[src/rtl/goomba_spawner_pkg.sv]
// Shared types and constants for the goomba spawner: spawn table layout,
// the level table itself, playfield geometry and the controller states.
package goomba_pkg;

   typedef struct packed {
      logic [7:0] trig_col;
      logic [9:0] y;
   } spawn_entry_t;

   localparam logic [7:0] SPAWN_END      = 8'hFF;
   localparam logic [7:0] COL_MAX        = 8'hFE;
   localparam logic [9:0] X_MAX          = 10'd519;
   localparam logic [9:0] GOOMBA_HALF_W  = 10'd20;
   localparam logic [9:0] Y_GROUND       = 10'd400;
   localparam logic [9:0] Y_PIPE         = 10'd380;
   localparam logic [9:0] Y_BLOCK        = 10'd360;
   localparam logic [9:0] Y_LEDGE        = 10'd340;
   localparam int         LEVEL_DEPTH    = 8;

   typedef spawn_entry_t [LEVEL_DEPTH-1:0] level_table_t;

   typedef enum logic [2:0] {
      ST_IDLE,
      ST_FETCH,
      ST_WAIT_COL,
      ST_ISSUE,
      ST_EXHAUSTED
   } spawn_state_e;

   // Entries must stay sorted by trig_col; unused slots hold the end sentinel.
   function automatic level_table_t build_level_table();
      level_table_t t;
      for (int i = 0; i < LEVEL_DEPTH; i++) begin
         t[i] = '{trig_col: SPAWN_END, y: 10'd0};
      end
      t[0] = '{trig_col: 8'd0, y: Y_GROUND};
      t[1] = '{trig_col: 8'd2, y: Y_PIPE};
      t[2] = '{trig_col: 8'd2, y: Y_BLOCK};
      t[3] = '{trig_col: 8'd3, y: Y_LEDGE};
      return t;
   endfunction

   localparam level_table_t LEVEL_TABLE = build_level_table();

endpackage

[src/rtl/goomba_spawner_if.sv]
// Slot-side bus between the spawner (master) and the pool of goomba instances
// (slave). start_vec/kill_vec are single-cycle pulses; spawnX/spawnY are
// meaningful only while a start_vec bit is high and hold otherwise.
interface goomba_spawner_if #(
   parameter int NUM_SLOTS = 4
);
   logic [NUM_SLOTS-1:0] alive_vec;
   logic [NUM_SLOTS-1:0] kill_mario_vec;
   logic [NUM_SLOTS-1:0] start_vec;
   logic [NUM_SLOTS-1:0] kill_vec;
   logic [9:0]           spawnX;
   logic [9:0]           spawnY;

   modport master (
      input  alive_vec, kill_mario_vec,
      output start_vec, kill_vec, spawnX, spawnY
   );

   modport slave (
      output alive_vec, kill_mario_vec,
      input  start_vec, kill_vec, spawnX, spawnY
   );
endinterface

[src/rtl/goomba_spawner_slot_allocator.sv]
// Lowest-free-slot priority encoder: one-hot grant of the least significant
// set bit of free_i, plus a flag saying any slot is free at all.
module slot_allocator #(
   parameter int N = 4
) (
   input  logic [N-1:0] free_i,
   output logic [N-1:0] grant_o,
   output logic         valid_o
);
   // x & -x isolates the lowest set bit.
   assign grant_o = free_i & (~free_i + N'(1));
   assign valid_o = |free_i;
endmodule

[src/rtl/goomba_spawner.sv]
// Level-side goomba spawner: tracks the scroll column, walks the spawn table
// and assigns each due entry to the lowest free slot, dropping stale entries.
module goomba_spawner
   import goomba_pkg::*;
#(
   parameter int         NUM_SLOTS   = 4,
   parameter int         SPAWN_COUNT = 8,
   parameter logic [9:0] SPAWN_X     = X_MAX - GOOMBA_HALF_W,
   parameter int         MAX_LAG     = 2
) (
   input  logic                Clk,
   input  logic                Reset,
   input  logic                level_start,
   input  logic                Shift,
   goomba_spawner_if.master    slots,
   output logic                mario_hit,
   output logic [7:0]          column,
   output logic                done,
   output logic [3:0]          dropped_count,
   output spawn_state_e        state_dbg_o
);
   localparam int         IDX_W     = $clog2(SPAWN_COUNT + 1);
   localparam logic [7:0] LAG_LIMIT = 8'(MAX_LAG);

   spawn_state_e         state_q, state_d;
   logic [IDX_W-1:0]     idx_q, idx_d;
   spawn_entry_t         entry_q, entry_d, rom_entry;
   logic [7:0]           column_q, column_d;
   logic [NUM_SLOTS-1:0] reserved_q, reserved_d;
   logic [3:0]           dropped_q, dropped_d;
   logic                 done_q, done_d;
   logic [NUM_SLOTS-1:0] start_q, start_d;
   logic [NUM_SLOTS-1:0] kill_q, kill_d;
   logic [9:0]           spawnx_q, spawnx_d;
   logic [9:0]           spawny_q, spawny_d;
   logic                 hit_q;
   logic [NUM_SLOTS-1:0] free, grant;
   logic                 grant_valid;
   logic [7:0]           lag;

   // Indices past SPAWN_COUNT read back as the end sentinel.
   always_comb begin
      rom_entry = '{trig_col: SPAWN_END, y: 10'd0};
      for (int i = 0; i < SPAWN_COUNT; i++) begin
         if (idx_q == IDX_W'(i)) rom_entry = LEVEL_TABLE[i];
      end
   end

   assign free = ~slots.alive_vec & ~reserved_q;
   assign lag  = column_q - entry_q.trig_col;

   slot_allocator #(.N(NUM_SLOTS)) u_alloc (
      .free_i  (free),
      .grant_o (grant),
      .valid_o (grant_valid)
   );

   always_comb begin
      state_d    = state_q;
      idx_d      = idx_q;
      entry_d    = entry_q;
      column_d   = column_q;
      reserved_d = reserved_q & ~slots.alive_vec;
      dropped_d  = dropped_q;
      done_d     = done_q;
      start_d    = '0;
      kill_d     = '0;
      spawnx_d   = spawnx_q;
      spawny_d   = spawny_q;

      if (level_start) begin
         state_d    = ST_FETCH;
         idx_d      = '0;
         column_d   = 8'd0;
         reserved_d = '0;
         dropped_d  = 4'd0;
         done_d     = 1'b0;
         kill_d     = '1;
      end else begin
         if (Shift && state_q != ST_IDLE && column_q != COL_MAX) column_d = column_q + 8'd1;
         unique case (state_q)
            ST_FETCH: begin
               entry_d = rom_entry;
               if (rom_entry.trig_col == SPAWN_END) begin
                  done_d  = 1'b1;
                  state_d = ST_EXHAUSTED;
               end else begin
                  state_d = ST_WAIT_COL;
               end
            end
            ST_WAIT_COL: if (column_q >= entry_q.trig_col) state_d = ST_ISSUE;
            ST_ISSUE: begin
               // Reserve the granted slot until its alive flag catches up.
               if (grant_valid) begin
                  start_d    = grant;
                  spawnx_d   = SPAWN_X;
                  spawny_d   = entry_q.y;
                  reserved_d = reserved_d | grant;
                  idx_d      = idx_q + IDX_W'(1);
                  state_d    = ST_FETCH;
               end else if (lag > LAG_LIMIT) begin
                  if (dropped_q != 4'hF) dropped_d = dropped_q + 4'd1;
                  idx_d   = idx_q + IDX_W'(1);
                  state_d = ST_FETCH;
               end
            end
            ST_IDLE, ST_EXHAUSTED: ;
            default: state_d = ST_IDLE;
         endcase
      end
   end

   always_ff @(posedge Clk) begin
      if (Reset) begin
         state_q    <= ST_IDLE;
         idx_q      <= '0;
         entry_q    <= '0;
         column_q   <= 8'd0;
         reserved_q <= '0;
         dropped_q  <= 4'd0;
         done_q     <= 1'b0;
         start_q    <= '0;
         kill_q     <= '0;
         spawnx_q   <= 10'd0;
         spawny_q   <= 10'd0;
         hit_q      <= 1'b0;
      end else begin
         state_q    <= state_d;
         idx_q      <= idx_d;
         entry_q    <= entry_d;
         column_q   <= column_d;
         reserved_q <= reserved_d;
         dropped_q  <= dropped_d;
         done_q     <= done_d;
         start_q    <= start_d;
         kill_q     <= kill_d;
         spawnx_q   <= spawnx_d;
         spawny_q   <= spawny_d;
         hit_q      <= |(slots.kill_mario_vec & slots.alive_vec);
      end
   end

   assign slots.start_vec = start_q;
   assign slots.kill_vec  = kill_q;
   assign slots.spawnX    = spawnx_q;
   assign slots.spawnY    = spawny_q;
   assign mario_hit       = hit_q;
   assign column          = column_q;
   assign done            = done_q;
   assign dropped_count   = dropped_q;
   assign state_dbg_o     = state_q;
endmodule

[src/flat_wrapper.sv]
// flat-port wrapper written by rule: the top's interface ports become plain ports
module goomba_spawner_flat import goomba_pkg::*;
#(
   parameter int         NUM_SLOTS   = 4,
   parameter int         SPAWN_COUNT = 8,
   parameter logic [9:0] SPAWN_X     = X_MAX - GOOMBA_HALF_W,
   parameter int         MAX_LAG     = 2
)
  (Clk, Reset, level_start, Shift, mario_hit, column, done, dropped_count, state_dbg_o, slots_alive_vec, slots_kill_mario_vec, slots_start_vec, slots_kill_vec, slots_spawnX, slots_spawnY);
  goomba_spawner_if #(.NUM_SLOTS(NUM_SLOTS)) slots_i ();
  input  logic Clk;
  input  logic Reset;
  input  logic level_start;
  input  logic Shift;
  output logic mario_hit;
  output logic [7:0] column;
  output logic done;
  output logic [3:0] dropped_count;
  output spawn_state_e state_dbg_o;
  input wire logic [$bits(slots_i.alive_vec)-1:0] slots_alive_vec;
  input wire logic [$bits(slots_i.kill_mario_vec)-1:0] slots_kill_mario_vec;
  output wire logic [$bits(slots_i.start_vec)-1:0] slots_start_vec;
  output wire logic [$bits(slots_i.kill_vec)-1:0] slots_kill_vec;
  output wire logic [$bits(slots_i.spawnX)-1:0] slots_spawnX;
  output wire logic [$bits(slots_i.spawnY)-1:0] slots_spawnY;
  assign slots_i.alive_vec = slots_alive_vec;
  assign slots_i.kill_mario_vec = slots_kill_mario_vec;
  assign slots_start_vec = slots_i.start_vec;
  assign slots_kill_vec = slots_i.kill_vec;
  assign slots_spawnX = slots_i.spawnX;
  assign slots_spawnY = slots_i.spawnY;
  goomba_spawner #(.NUM_SLOTS(NUM_SLOTS), .SPAWN_COUNT(SPAWN_COUNT), .SPAWN_X(SPAWN_X), .MAX_LAG(MAX_LAG)) u_core (.Clk(Clk), .Reset(Reset), .level_start(level_start), .Shift(Shift), .slots(slots_i), .mario_hit(mario_hit), .column(column), .done(done), .dropped_count(dropped_count), .state_dbg_o(state_dbg_o));
endmodule
[config.mk]
export PLATFORM = sky130hd
export DESIGN_NAME = goomba_spawner_flat
export DESIGN_NICKNAME = d
export VERILOG_FILES = /design/src/rtl/goomba_spawner_pkg.sv /design/src/rtl/goomba_spawner_if.sv /design/src/rtl/goomba_spawner_slot_allocator.sv /design/src/rtl/goomba_spawner.sv /design/src/flat_wrapper.sv
export SDC_FILE = /design/constraint.sdc
export NUM_CORES = 1
export LEC_CHECK = 0
export BUFFER_PORTS_ARGS = -buffer_cell sky130_fd_sc_hd__buf_4
export CORE_ASPECT_RATIO = 0.7
export CORE_MARGIN = 2
export CORE_UTILIZATION = 40
export DETAILED_ROUTE_END_ITERATION = 6
export MAX_ROUTING_LAYER = met4
export REMOVE_ABC_BUFFERS = 1
export SLEW_MARGIN = 20
export SYNTH_ARGS = -nofsm -noshare
export SYNTH_HDL_FRONTEND = slang
export SYNTH_SLANG_ARGS = --single-unit
[constraint.sdc]
create_clock -name Clk -period 3.47 [get_ports Clk]
set_clock_uncertainty 0.05 [all_clocks]
set_input_delay 0.5205 -clock Clk [delete_from_list [all_inputs] [get_ports Clk]]
set_output_delay 0.5205 -clock Clk [all_outputs]
set_load 0.1 [all_outputs]
After elaboration in Yosys (flattened, before gate mapping):

Cells that the tools add are included.

* add/subtract/negate cells: 5
* magnitude comparators: 2
* eq/ne operators: 19
* multiplexer cells: 19
* bitwise operators: 12
* reductions and logical operators: 18

Operator list (count)
* $mux 18: 8
* $mux 4: 5
* $and 4x4->4: 4
* $eq 4x3->1 const B: 4
* $add 4x1->4 const B: 3
* $mux 3: 4
* $not 4->4: 3
* $pmux 3 s4: 1
* $reduce_or 4->1: 3
* $reduce_and 3->1: 3
* $add 8x1->8 const B: 1
* $eq 4x2->1 const B: 2
* $eq 8x8->1 const B: 1
* $ge 8x8->1: 1
* $gt 8x2->1 const B: 1
* $ne 8x8->1 const B: 1
* $sub 8x8->8: 1
* $eq 3x2->1 const B: 2
* $reduce_and 2->1: 3
* $eq 4x1->1 const B: 1
* $logic_not 4->1: 1
* $ne 4x2->1 const B: 1
* $ne 4x4->1 const B: 1
* $not 1->1: 4
* 14 further kinds: 16

* register bits: 62
* output and inout bits: 45
* word-level logic and storage cells: 89

Longest topological paths before layout:

* depth in word-level cells: 13
* gate-level depth with buffers: 10
* depth with buffers taken out: 10

Modules after synthesis:

Synthesis repeated with hierarchy kept, for this count alone.

* cell total of the unflattened synthesis: 288
* area total of the unflattened synthesis: 2482.4 µm²

Modules (own cells, without submodules)
* goomba_spawner: times used 1, cells an instance 283, area each 2444.8 µm², seq. area each 920.9 µm²
* slot_allocator: times used 1, cells an instance 5, area each 37.5 µm², seq. area each 0.0 µm²

Worst setup path after synthesis:

OpenSTA, ideal clock, no wires.

* path type: flip-flop to flip-flop
* start: reg u_core.column_q[0], in the netlist u_core.column[0]
* end: reg u_core.dropped_q[3], in the netlist u_core.dropped_count[3]
* library setup time: 122 ps
* arrival: 3230 ps
* data required time: 3298 ps
* path slack: 68 ps
* cell stages (with the launch flop): 11
* path buffers: 0
* path through: dfxtp_1 inv_1 ha_1 fa_1 nor2b_1 o31ai_1 xnor2_1 a2111oi_4 a2111oi_4 nand4_1 mux2i_1

* cells in the longest elaborated chain, start to end: 3

RTL lines
* start, declared: line goomba_spawner.sv:28 `logic [7:0] column_q, column_d;`
* start signal, assigned: line goomba_spawner.sv:131 `column_q <= column_d;`
* $sub 8x8->8: line goomba_spawner.sv:50 `assign lag = column_q - entry_q.trig_col;`
* $gt 8x2->1: line goomba_spawner.sv:101 `end else if (lag > LAG_LIMIT) begin`
* $reduce_and 4->1 (no source line)
* end signal, assigned: line goomba_spawner.sv:133 `dropped_q <= dropped_d;`
* end, declared: line goomba_spawner.sv:30 `logic [3:0] dropped_q, dropped_d;`

Every way passes these cells.
A chain may end at the register's enable or synchronous reset.

Worst setup path after layout:

* start: reg u_core.entry_q[16] in the netlist's numbering
* end: reg u_core.idx_q[3]

* cells in the longest elaborated chain, start to end: 4

RTL lines
* start, declared: line goomba_spawner.sv:27 `spawn_entry_t entry_q, entry_d, rom_entry;`
* start signal, assigned: line goomba_spawner.sv:130 `entry_q <= entry_d;`
* $sub 8x8->8: line goomba_spawner.sv:50
* $gt 8x2->1: line goomba_spawner.sv:101
* $reduce_bool 2->1 (no source line)
* $reduce_and 2->1 (no source line)
* end signal, assigned: line goomba_spawner.sv:129 `idx_q <= idx_d;`
* end, declared: line goomba_spawner.sv:26 `logic [IDX_W-1:0] idx_q, idx_d;`

Every way passes these cells.

==> reports/results.txt <==
postcts setup bufs -> 0
vias in the first global route -> 1,832
register bit count reported by yosys -> 46
ys async rst share -> 0
Root Driver -> clkbuf_8
Post-Synth Simple-Gate Area -> 0.194
commonest register cell after synthesis -> dfxtp_1
Worst Tran Pin Value -> 0.890 ns
Slew headroom -> 0.407
Compound-Gate Fraction of Synth Area -> 0.188
most frequent cells in the layout -> buf_4, dfxtp_1, nor2_1
CTS tree -> yes
commonest non-fill, non-tap cell in the layout -> buf_4
total CTS buffers -> 5
# diodes -> 0
clock power share -> 0.395
# port buffers -> 50
Pwr per Cell Area -> 431 mW/mm²
switch share -> 0.279
Internal -> 0.000906 W
antenna-violating nets left -> 0
Distinct cells, synth -> 49
worst path arrival time -> 3.07 ns
sequential power share -> 0.432
Layout area overhead -> 19.7%
Cell Area, Placed -> 0.00277 mm²
layout cells sized above 1 -> 0.213
P_leak -> 1.24 nW
post-synth top area cell -> dfxtp_1
Final setup viols -> 0
Worst setup SP type -> flip-flop
clk slew on worst S/H paths -> 0.09 ns
GPL Wtd Cong -> 0.925
core footprint -> 0.00581 mm²
row count -> 23
Vias/cell -> 5.19
Mapped Cells -> 276
initial antenna violation count -> 0
P_sw -> 0.000351 W
Routed WL -> 5200 µm
clk buf depth -> 2
status -> completed
Synth top area share -> 0.378
Top Ports -> 57
via count -> 2,023
first-pass GRT wire length -> 8830 µm
Final nets -> 343
worst path required time -> 3.65 ns
syn_area_per_cell -> 8.83 µm²
register area share after synthesis -> 0.378
Hold Path Class -> in2reg
CTS resizes -> 0
residual DRC count -> 0
Final min period -> 2.89 ns
total gr overflow -> 0
DIE WIDTH -> 97.3 µm
initial drt markers -> 70
Synth Area in XOR/XNOR -> 0.0324
combinational power share -> 0.173
Sink Count -> 46
largest family of logic cells by synthesized area -> simple AND/OR/NAND/NOR gates
Synth area leaders -> dfxtp_1, ha_1, nor2_1
final hold violations -> 0
Post-synth EDFFs -> 0
Syn. warnings -> 0
Max VDD drop -> 0.162 mV
die area -> 0.00674 mm²
fin util -> 0.502
design area -> 0.00292 mm²
Fmax -> 346 MHz
DR WL/cell -> 13.3 µm
area share of fa/ha/maj cells after synthesis -> 0.0904
placed cells -> 382
Final Max Tran Viols -> 0
unrepaired setup endpoints after global routing -> no
synthesized area -> 0.00244 mm²
Initial Util -> 0.419
post-synthesis mux area share -> 0.0288
Setup CP Type -> reg2reg
largest net degree at the start of global routing -> 25
Die Ht -> 69.3 µm
Final Non-Filler Cells -> 390
DPL Wire Length -> 3820 µm
Crit Path Max Fanout -> 7
overall routing resource usage -> 0.164
fin crit share -> 0.833
TritonRoute pass-1 iters -> 4
H-tree level count -> 2
Critical Path End Type -> flip-flop
hold_buf cts -> 0
Clock Latency Late Sink -> 0.31 ns
Max Cap Violations -> 0
-- cells in the mapped netlist (2+ instances only) --
cell type and instances:
a31o_1 2, ha_1 16, a2111oi_4 2, nor3_1 6, inv_1 16, nand2_1 15, a21oi_1 18, a21o_1 2
o21ai_0 3, mux2i_1 7, nor2_1 40, xor2_1 5, nand3_1 5, dfxtp_1 46, nor2b_1 3, or3_1 6
xnor2_1 4, and3_1 5, buf_4 16, nand3b_1 2, o31ai_1 4, nor4_1 5, a31oi_1 3, a22oi_1 3
o21ai_1 5, nand4_1 4, a211oi_1 4, clkbuf_1 8
-- stage by stage --
stage                     hold WS, ns  total power [W]  worst slack, ns  TNS, ns
after floorplan                 0.372         0.000723            -1.89   -15.05
after global placement          0.393         0.000771            0.661        0
after detailed placement        0.398         0.000772            0.613        0
after CTS                       0.344          0.00127            0.583        0
after global routing            0.356          0.00130            0.395        0
final                           0.353          0.00126            0.581        0
-- area by class of cell --
type                            count  area (µm²)
Clock buffer                        6        82.6
Timing Repair Buffer               50         375
Inverter                           16        60.1
Clock inverter                      2        60.1
Tap cell                           75        93.8
Multi-Input combinational cell    195        1320
Fill cell                         581        2900
Sequential cell                    46         921
-- flip-flops by register name, summed over array words and instances (netlist names) --
| signal | cells |
|---|---|
| u_core.column | 8 |
| u_core.done | 1 |
| u_core.dropped_count | 4 |
| u_core.entry_q | 9 |
| u_core.idx_q | 4 |
| u_core.mario_hit | 1 |
| u_core.reserved_q | 4 |
| u_core.slots.kill_vec | 1 |
| u_core.slots.spawnX | 1 |
| u_core.slots.spawnY | 6 |
| u_core.slots.start_vec | 4 |
| u_core.state_dbg_o | 3 |
-- power by group through the flow --
stage                     Sequential [W]  Combinational (W)  Clock [W]
final                           0.000543           0.000218   0.000496
after global routing            0.000545           0.000231   0.000524
after CTS                       0.000543           0.000217   0.000507
after detailed placement        0.000556           0.000216          0
after global placement          0.000555           0.000215          0
after floorplan                 0.000600           0.000123          0
-- kinds of logic after synthesis --
logic type,count (synthesis)
compound gates,59
buf+inv,40
mux,7
fa+ha+maj,17
other cells,1
flops,46
xor+xnor,9
simple gates,97
-- worst max-delay path: stages (launching register included) --
cell	delay [ns]
dfxtp_1	0.31
inv_1	0.20
ha_1	0.35
and4_4	0.23
a21boi_1	0.14
or4_4	0.50
a2111oi_4	0.53
a31oi_4	0.19
a21o_1	0.22
a21oi_2	0.10
-- worst paths after layout --
path                            from                   end  slack [ns]  depth (start not counted)
setup reg to reg  u_core.entry_q[16]       u_core.idx_q[3]        0.58                          9
setup / recovery  u_core.entry_q[16]       u_core.idx_q[3]        0.58                          9
hold reg to reg    u_core.entry_q[6]     u_core.entry_q[6]        0.41                          2
hold / removal    slots_alive_vec[1]  u_core.reserved_q[1]        0.35                          2
-- per-layer routing --
| layer | up-vias | track usage | wire length, µm |
|---|---|---|---|
| met1 | 934 | 0.238 | 2850 |
| li1 | 1039 | - | - |
| met2 | 44 | 0.226 | 2030 |
| met5 | - | - | 0 |
| met4 | 0 | 0.0448 | 56 |
| met3 | 6 | 0.0413 | 261 |
(Power assumes the default switching activity.)
